$ cat src/rtl/vdma_s2mm_video_tx.sv
`default_nettype none
// ============================================================================
// Module      : vdma_s2mm_video_tx
// Description : Packs a plain pixel-beat stream into AXI4-Stream video frames
//               (tuser = start of frame, tlast = end of line) for a VDMA S2MM
//               slave port. Aligns to the source SOF and uses a frame geometry
//               latched at frame start.
// Revision    : 1.0 - initial release
// ============================================================================
module vdma_s2mm_video_tx #(
    parameter int DATA_WIDTH = 64,
    parameter int X_WIDTH    = 13,
    parameter int Y_WIDTH    = 12
) (
    input  logic                  s_axis_aclk,
    input  logic                  s_axis_areset,
    input  logic                  cfg_enable,
    input  logic [X_WIDTH-1:0]    cfg_x_num,
    input  logic [Y_WIDTH-1:0]    cfg_y_num,
    input  logic [DATA_WIDTH-1:0] in_data,
    input  logic                  in_valid,
    input  logic                  in_sof,
    output logic                  in_ready,
    output logic [DATA_WIDTH-1:0] m_axis_s2mm_tdata,
    output logic                  m_axis_s2mm_tvalid,
    input  logic                  m_axis_s2mm_tready,
    output logic                  m_axis_s2mm_tuser,
    output logic                  m_axis_s2mm_tlast,
    output logic                  frame_done,
    output logic                  sof_err
);

    localparam logic [1:0] c_st_idle     = 2'd0;
    localparam logic [1:0] c_st_wait_sof = 2'd1;
    localparam logic [1:0] c_st_active   = 2'd2;
    localparam logic [1:0] c_st_done     = 2'd3;

    localparam logic [X_WIDTH-1:0] c_x_one = X_WIDTH'(1);
    localparam logic [Y_WIDTH-1:0] c_y_one = Y_WIDTH'(1);

    logic [1:0]            r_state;
    logic [1:0]            w_state_nxt;
    logic [X_WIDTH-1:0]    r_x_num;
    logic [Y_WIDTH-1:0]    r_y_num;
    logic [X_WIDTH-1:0]    r_x_cnt;
    logic [Y_WIDTH-1:0]    r_y_cnt;
    logic [DATA_WIDTH-1:0] r_tdata;
    logic                  r_tvalid;
    logic                  r_tuser;
    logic                  r_tlast;
    logic                  r_frame_done;
    logic                  r_sof_err;

    logic w_out_free;
    logic w_in_ready;
    logic w_accept;
    logic w_load;
    logic w_x_last;
    logic w_y_last;
    logic w_frame_last;
    logic w_drained;
    logic w_latch;

    // The output register can take a new beat when empty or emptying this cycle.
    assign w_out_free   = !r_tvalid || m_axis_s2mm_tready;
    assign w_accept     = in_valid && w_in_ready;
    // Beats before the SOF in WAIT_SOF are accepted but never loaded (dropped).
    assign w_load       = w_accept && ((r_state == c_st_active) || in_sof);
    assign w_x_last     = (r_x_cnt == (r_x_num - c_x_one));
    assign w_y_last     = (r_y_cnt == (r_y_num - c_y_one));
    assign w_frame_last = w_load && w_x_last && w_y_last;
    assign w_drained    = (r_state == c_st_done) && w_out_free;
    // Geometry is captured whenever a new frame search begins.
    assign w_latch      = cfg_enable && ((r_state == c_st_idle) || w_drained);

    // State register.
    always_ff @(posedge s_axis_aclk or posedge s_axis_areset) begin
        if (s_axis_areset) begin
            r_state <= c_st_idle;
        end else begin
            r_state <= w_state_nxt;
        end
    end

    // Next-state and source handshake decode.
    always_comb begin
        w_state_nxt = r_state;
        w_in_ready  = 1'b0;
        case (r_state)
            c_st_idle: begin
                if (cfg_enable) begin
                    w_state_nxt = c_st_wait_sof;
                end
            end
            c_st_wait_sof: begin
                w_in_ready = w_out_free;
                if (w_load) begin
                    w_state_nxt = w_frame_last ? c_st_done : c_st_active;
                end
            end
            c_st_active: begin
                w_in_ready = w_out_free;
                if (w_frame_last) begin
                    w_state_nxt = c_st_done;
                end
            end
            c_st_done: begin
                if (w_drained) begin
                    w_state_nxt = cfg_enable ? c_st_wait_sof : c_st_idle;
                end
            end
            default: w_state_nxt = c_st_idle;
        endcase
    end

    // Frame geometry latch.
    always_ff @(posedge s_axis_aclk or posedge s_axis_areset) begin
        if (s_axis_areset) begin
            r_x_num <= '0;
            r_y_num <= '0;
        end else if (w_latch) begin
            r_x_num <= cfg_x_num;
            r_y_num <= cfg_y_num;
        end
    end

    // Beat position within the frame; returns to (0,0) after the last beat.
    always_ff @(posedge s_axis_aclk or posedge s_axis_areset) begin
        if (s_axis_areset) begin
            r_x_cnt <= '0;
            r_y_cnt <= '0;
        end else if (w_load) begin
            if (w_x_last) begin
                r_x_cnt <= '0;
                r_y_cnt <= w_y_last ? '0 : (r_y_cnt + c_y_one);
            end else begin
                r_x_cnt <= r_x_cnt + c_x_one;
            end
        end
    end

    // Single-stage output register; contents held while stalled.
    always_ff @(posedge s_axis_aclk or posedge s_axis_areset) begin
        if (s_axis_areset) begin
            r_tdata  <= '0;
            r_tvalid <= 1'b0;
            r_tuser  <= 1'b0;
            r_tlast  <= 1'b0;
        end else if (w_load) begin
            r_tdata  <= in_data;
            r_tvalid <= 1'b1;
            r_tuser  <= (r_state == c_st_wait_sof);
            r_tlast  <= w_x_last;
        end else if (m_axis_s2mm_tready) begin
            r_tvalid <= 1'b0;
            r_tuser  <= 1'b0;
            r_tlast  <= 1'b0;
        end
    end

    // One-cycle status pulses.
    always_ff @(posedge s_axis_aclk or posedge s_axis_areset) begin
        if (s_axis_areset) begin
            r_frame_done <= 1'b0;
            r_sof_err    <= 1'b0;
        end else begin
            r_frame_done <= w_drained;
            r_sof_err    <= w_accept && in_sof && (r_state == c_st_active);
        end
    end

    assign in_ready           = w_in_ready;
    assign m_axis_s2mm_tdata  = r_tdata;
    assign m_axis_s2mm_tvalid = r_tvalid;
    assign m_axis_s2mm_tuser  = r_tuser;
    assign m_axis_s2mm_tlast  = r_tlast;
    assign frame_done         = r_frame_done;
    assign sof_err            = r_sof_err;

endmodule
`default_nettype wire

$ cat config.mk
export PLATFORM = sky130hd
export DESIGN_NAME = vdma_s2mm_video_tx
export DESIGN_NICKNAME = d
export VERILOG_FILES = /design/src/rtl/vdma_s2mm_video_tx.sv
export SDC_FILE = /design/constraint.sdc
export NUM_CORES = 1
export LEC_CHECK = 0
export CORE_AREA = 2 2 89 134
export DETAILED_ROUTE_END_ITERATION = 16
export DIE_AREA = 0 0 91 136
export DONT_BUFFER_PORTS = 1
export PLACE_DENSITY = 0.71
export SETUP_SLACK_MARGIN = 0.2
export SYNTH_ARGS = -nofsm -noshare
export SYNTH_HDL_FRONTEND = slang
export SYNTH_SLANG_ARGS = --single-unit
export TNS_END_PERCENT = 100
$ cat constraint.sdc
create_clock -name s_axis_aclk -period 6.6 [get_ports s_axis_aclk]
set_input_delay 1.98 -clock s_axis_aclk [delete_from_list [all_inputs] [get_ports s_axis_aclk]]
set_output_delay 1.98 -clock s_axis_aclk [all_outputs]
set_load 0.1 [all_outputs]
==> impl_metrics.tcl, run 1 <==
set metrics [dict create \
    initialDrtViolationCount 208 \
    slew_violations 0 \
    core.rowCount 48 \
    viasPerCell 5.69 \
    first_pass_grt_wire_length_um 22200 \
    post-cts-setup-buffer-count 0 \
    cts_hold_buf 0 \
    syn_nets 760 \
    rsz_0062_raised_after_global_routing "false" \
    cts-root-to-sink-buffers 2 \
    post_synth_instance_area_sq_um 6020 \
    grt.total_usage_pct 22.6 \
    ff2ff_path_depth 9 \
    die_w_um 91 \
    synth-main-ff-cell "sky130_fd_sc_hd__dfrtp_1" \
    synth_seq_cells 121 \
    yosys_warnings 0 \
    crit_path_cell_trace "nand2b_1, and2_1" \
    critical_path.reg2reg.startpoint "r_x_num[0]" \
    floorplan.core_area_sq_um 11300 \
    post_synth_num_cell_types 63 \
    syn-mean-instance-area_sq_um 9.16 \
    timing.critical_path.from_type "input port" \
    setup_violations 0 \
    crit_family "simple AND/OR/NAND/NOR gates" \
    post_synth_edffs 0 \
    crit_buf_inv 0 \
    die_h_um 136 \
    cts.clk_slew.worst_paths_ns 0.06 \
    route.vias.total 4630 \
    cts_buffer_count 17 \
    post_synth_inst_count 657 \
    timing.final.hold_violations 0 \
    grt_pass1_vias 4712 \
    proportion_of_layout_cells_with_a_drive_suffix_above_1_pct 10.2 \
    cp_data_required_time_ns 4.62 \
    slowest_stage_cell_on_the_critical_path "sky130_fd_sc_hd__and2_1" \
    fin_util_pct 59.2 \
    clock-sinks 121 \
    result_of_the_run "finished clean" \
    ant_nets 0 \
    area_growth_syn_to_layout_pct 11.0 \
    layout.nets 755 \
    finalHoldWorstSlack_ns 0.535 \
    post-route-min-period_ns 5.04 \
    clock-root-buffer "sky130_fd_sc_hd__clkbuf_16" \
    synth.top_cells.by_area "sky130_fd_sc_hd__dfrtp_1 (50%), sky130_fd_sc_hd__nand2_1 (14%), sky130_fd_sc_hd__mux2_2 (3.4%)" \
    die_area_sq_um 12400 \
    detailed_route_wire_length_per_cell_um 17.0 \
    port-buffer-count 0 \
    finalWeightedCongestion 0.862 \
    post-route-drc-count 0 \
    path_depth 2 \
    ys_seq_area_share_pct 50.3 \
    post_cts_resized 0 \
    worst_slew_margin_rel_pct 25.6 \
    setup_total_negative_slack_ns 0 \
    timing.critical_path.fanout_max 6 \
    critical_path.reg2reg.endpoint "r_x_cnt[2]" \
    grt_antenna_before_repair 0 \
    timing.reg2reg.setup_slack_ns 2.89 \
    ioPinCount 165 \
    cts_tree "yes" \
    yosys.cell_count.top_type "sky130_fd_sc_hd__nand2_1" \
    measured_slew_at_the_worst_slew_check_pin_ns 1.11 \
    initial_utilization_pct 53.3 \
    worst-endpoint-arrival_ns 3.06 \
    yosysTopAreaCellShare_pct 50.3 \
    fin_crit_sh_pct 76.4 \
    pin_count_of_the_biggest_net_entering_global_routing 80 \
    timing_limited_maximum_frequency_mhz 198 \
    endpoint_kind "primary output" \
    layout.filler_cells 986 \
    worst_hold_path_type "register to register" \
    worstSetupPathType "input port to primary output" \
    worst_setup_path_startpoint "m_axis_s2mm_tready" \
    hpwl_um 9780 \
    synth.cells.most_frequent "sky130_fd_sc_hd__nand2_1 (228), sky130_fd_sc_hd__dfrtp_1 (121), sky130_fd_sc_hd__o21ai_0 (21)" \
    synth_area_leader_cell "sky130_fd_sc_hd__dfrtp_1" \
    async_flop_share_pct 100 \
    crit_path_end "in_ready" \
    cap_viol_max_count 0 \
    first_pass_detailed_route_iteration_total 5 \
    diodes_inserted 0 \
    clock_insertion_delay_worst_skew_ns 0.42 \
    timing.critical_path.slowest_cell_delay_ns 0.85 \
    drt_wl_total_um 13800 \
    grt_remaining_overflow 0 \
    clock_skew_ns 0.0106 \
    cts_max_level 4 \
]
==> per-layer routing <==
metal / up-vias / part of all wire, % / global-route usage, % / wire length, um
li1: 2205 / - / - / -
met1: 2210 / 39 / 25.0 / 5390
met2: 192 / 53 / 39.9 / 7270
met3: 23 / 6.2 / 6.76 / 856
met4: 0 / 2.2 / 9.93 / 305
met5: - / 0 / 0 / 0
==> metrics by stage <==
stage / setup WS, ns / instance area [sq um] / cells
finish: 1.56 / 6680 / 814
CTS: 1.56 / 6680 / 814
floorplan: 1.41 / 6020 / 657
detailed placement: 1.56 / 6140 / 783
global placement: 1.59 / 6140 / 783
global route: 1.53 / 6680 / 814
==> cell usage in the layout (no fill, tap or decap), types with 4 or more instances in the layout <==
cell                        synthesis  routed
sky130_fd_sc_hd__nand2_1          228     228
sky130_fd_sc_hd__dfrtp_1          121     121
sky130_fd_sc_hd__o21ai_0           21      21
sky130_fd_sc_hd__xnor2_1           20      20
sky130_fd_sc_hd__xor2_1            20      20
sky130_fd_sc_hd__nor2_1            20      20
sky130_fd_sc_hd__mux2_2            18      18
sky130_fd_sc_hd__inv_1             19      18
sky130_fd_sc_hd__clkbuf_16          0      17
sky130_fd_sc_hd__nand3_1           15      15
sky130_fd_sc_hd__nor3_1            10      10
sky130_fd_sc_hd__a21oi_1            9       9
sky130_fd_sc_hd__ha_1               8       8
sky130_fd_sc_hd__nor4_1             7       7
sky130_fd_sc_hd__inv_6              0       7
sky130_fd_sc_hd__or3_1              6       6
sky130_fd_sc_hd__nand4_1            6       6
sky130_fd_sc_hd__and3_1             6       6
sky130_fd_sc_hd__and2_1             5       5
sky130_fd_sc_hd__or2_2              5       5
sky130_fd_sc_hd__a21o_1             5       5
sky130_fd_sc_hd__nand3b_1           5       5
sky130_fd_sc_hd__mux2i_1            5       5
sky130_fd_sc_hd__nand2b_1           4       4
sky130_fd_sc_hd__a31oi_1            4       4
sky130_fd_sc_hd__o31ai_1            4       4
sky130_fd_sc_hd__buf_4              0       4
==> flip-flops by register name, indices dropped and copies added (netlist names) <==
signal and count:
sof_err 1, m_axis_s2mm_tvalid 1, r_y_num 12, m_axis_s2mm_tdata 64, m_axis_s2mm_tlast 1, frame_done 1
r_x_cnt 13, r_y_cnt 12, m_axis_s2mm_tuser 1, r_state 2, r_x_num 13
==> logic make-up (layout without fill, tap and decap cells) <==
group	Yosys count	in the layout	synth area share (%)
buffers and inverters	47	54	3.10
muxes	23	23	4.20
DFF	121	121	50.3
and+or+nand+nor	344	344	26.2
xor gates and xnor gates	40	40	5.82
adders and majority gates	8	8	1.66
AOI/OAI and AO/OA	74	74	8.65
==> cell type report <==
class | instances | area (sq um) | share of cell area (%)
multi-input combinational | 489 | 2820 | 42.2
clock inverter | 14 | 115 | 1.72
tap | 150 | 188 | 2.81
inverter | 19 | 73.8 | 1.11
sequential | 121 | 3030 | 45.3
timing repair buffer | 4 | 30.0 | 0.450
clock buffer | 17 | 425 | 6.37
==> how the worst min path moves through the flow <==
stage / startpoint / to / slack (ns) / depth (start not counted)
floorplan: r_y_cnt[2] / r_y_cnt[2] / 0.49 / 1
global placement: r_y_cnt[2] / r_y_cnt[2] / 0.52 / 1
detailed placement: r_y_cnt[2] / r_y_cnt[2] / 0.53 / 1
CTS: r_y_cnt[2] / r_y_cnt[2] / 0.54 / 1
global route: r_y_cnt[2] / r_y_cnt[2] / 0.55 / 1
finish: r_y_cnt[5] / r_y_cnt[5] / 0.54 / 1
Power of run 1 is left out: the tool's default activity adds up to more than one toggle a clock period on the data nets, which glitch-free logic cannot reach.
==> inputs of run 2 (changes only) <==
--- a/config.mk
+++ b/config.mk
@@ -9,7 +9,7 @@
 export DETAILED_ROUTE_END_ITERATION = 16
 export DIE_AREA = 0 0 91 136
 export DONT_BUFFER_PORTS = 1
-export PLACE_DENSITY = 0.71
+export PLACE_DENSITY = 0.74
 export SETUP_SLACK_MARGIN = 0.2
 export SYNTH_ARGS = -nofsm -noshare
 export SYNTH_HDL_FRONTEND = slang
==> constraint.sdc (replaced) <==
create_clock -name s_axis_aclk -period 4.45 [get_ports s_axis_aclk]
set_input_delay 1.335 -clock s_axis_aclk [delete_from_list [all_inputs] [get_ports s_axis_aclk]]
set_output_delay 1.335 -clock s_axis_aclk [all_outputs]
set_load 0.1 [all_outputs]
==> run 2 against run 1 <==
Effect of this change: sequential cell count did not move; critical path depth is 1 higher; core utilization grew 0.71 points; wire length up 2.0%; register-to-register slack got worse by 1.8 ns; sequential share of layout area is 0.54 points lower; first-iteration DRC count is 0.96% higher; die area did not move; non-clock buffer count up 5; global-route usage increased by 0.38 points.
==> impl_metrics.tcl, run 2 (same netlist as run 1, synthesis figures left out) <==
set metrics [dict create \
    globalRouteMet2Util_pct 42.3 \
    cts_tree "yes" \
    ant_nets 0 \
    die_area_sq_um 12400 \
    viasPerCell 5.71 \
    cts_hold_buf 0 \
    cts.clk_slew.worst_paths_ns 0.06 \
    timing.critical_path.from_type "input port" \
    die_h_um 136 \
    post-route-drc-count 0 \
    pin_count_of_the_biggest_net_entering_global_routing 78 \
    clock_skew_ns 0.0126 \
    result_of_the_run "finished clean" \
    timing.critical_path.fanout_max 6 \
    route.vias.total 4680 \
    detailed_place.area_sq_um 6180 \
    die_w_um 91 \
    worst-endpoint-arrival_ns 2.03 \
    grt.total_usage_pct 22.9 \
    timing_limited_maximum_frequency_mhz 297 \
    hpwl_um 9930 \
    finalHoldWorstSlack_ns 0.551 \
    port-buffer-count 0 \
    timing.reg2reg.setup_slack_ns 1.11 \
    clock-root-buffer "sky130_fd_sc_hd__clkbuf_16" \
    grt_antenna_before_repair 0 \
    floorplan.core_area_sq_um 11300 \
    drt_wl_total_um 14100 \
    worst_slew_margin_rel_pct 36.7 \
    cap_viol_max_count 0 \
    clock-sinks 121 \
    initialDrtViolationCount 210 \
    rsz_0062_raised_after_global_routing "false" \
    first_pass_detailed_route_iteration_total 5 \
    worstSetupPathType "input port to primary output" \
    worst_hold_path_type "register to register" \
    grt_remaining_overflow 0 \
    postLayoutSetupSlackWorst_ns 1.09 \
    cts_buffer_count 17 \
    measured_slew_at_the_worst_slew_check_pin_ns 0.950 \
    diodes_inserted 0 \
    post-cts-setup-buffer-count 0 \
    proportion_of_layout_cells_with_a_drive_suffix_above_1_pct 10.9 \
    first_pass_grt_wire_length_um 22600 \
    mostFrequentLayoutCells "sky130_fd_sc_hd__nand2_1 (228), sky130_fd_sc_hd__dfrtp_1 (121), sky130_fd_sc_hd__o21ai_0 (21)" \
    layout.cell_area.non_filler_sq_um 6760 \
    clock_insertion_delay_worst_skew_ns 0.42 \
    finalWeightedCongestion 0.904 \
    met1_usage_pct 24.7 \
    global_route.usage.met3_pct 5.88 \
    layout.cells.most_common "sky130_fd_sc_hd__nand2_1" \
    cts-root-to-sink-buffers 2 \
    grt_pass1_vias 4844 \
    area_growth_syn_to_layout_pct 12.4 \
    endpoint_kind "primary output" \
    initial_utilization_pct 53.3 \
    slew_violations 0 \
    detailed_route_wire_length_per_cell_um 17.2 \
    core.rowCount 48 \
    largest_register_ffs 64 \
    fin_crit_sh_pct 75.6 \
    timing.final.hold_violations 0 \
    setup_violations 0 \
    ioPinCount 165 \
    post_cts_resized 0 \
    layout.nets 760 \
    post-route-min-period_ns 3.36 \
    cp_data_required_time_ns 3.12 \
    detailedPlace.worstSlack_ns 1.09 \
    cts_max_level 4 \
    setup_total_negative_slack_ns 0 \
    global_route.peak_usage_layer "met2" \
]
run 2: final timing paths:
| check | endpoint | depth (start not counted) | startpoint |
|---|---|---|---|
| worst max-delay path | in_ready | 3 | m_axis_s2mm_tready |
| worst min-delay path | r_y_cnt[9] | 1 | r_y_cnt[9] |
| worst max register to register | r_y_cnt[5] | 9 | r_x_num[0] |
| worst min register to register | r_y_cnt[9] | 1 | r_y_cnt[9] |
| max in group asynchronous | r_y_num[0] | 2 | s_axis_areset |
| min in group asynchronous | m_axis_s2mm_tdata[63] | 2 | s_axis_areset |
run 2: layout make-up:
class,instances,area (sq um)
fill,1017,4530
sequential,121,3030
multi-input combinational,489,2820
clock buffer,18,429
tap,150,188
clock inverter,14,153
inverter,19,75.1
timing repair buffer,9,67.6
run 2: critical path, stage by stage:
cell and delay [ns]:
sky130_fd_sc_hd__nand2b_1 0.23, sky130_fd_sc_hd__and2_1 0.17, sky130_fd_sc_hd__buf_4 0.29
run 2: routing by layer:
metal  up-vias  routed length, um
met2       201               7660
met1      2231               5200
met5         -                  0
met4         0                283
li1       2219                  -
met3        29                949
run 2: through the flow:
stage | cells | util, %
after global routing | 820 | 59.9
after CTS | 820 | 59.9
final | 820 | 59.9
after floorplan | 657 | -
after global placement | 788 | 54.7
after detailed placement | 788 | 54.7
Power of run 2 is left out for the same reason.
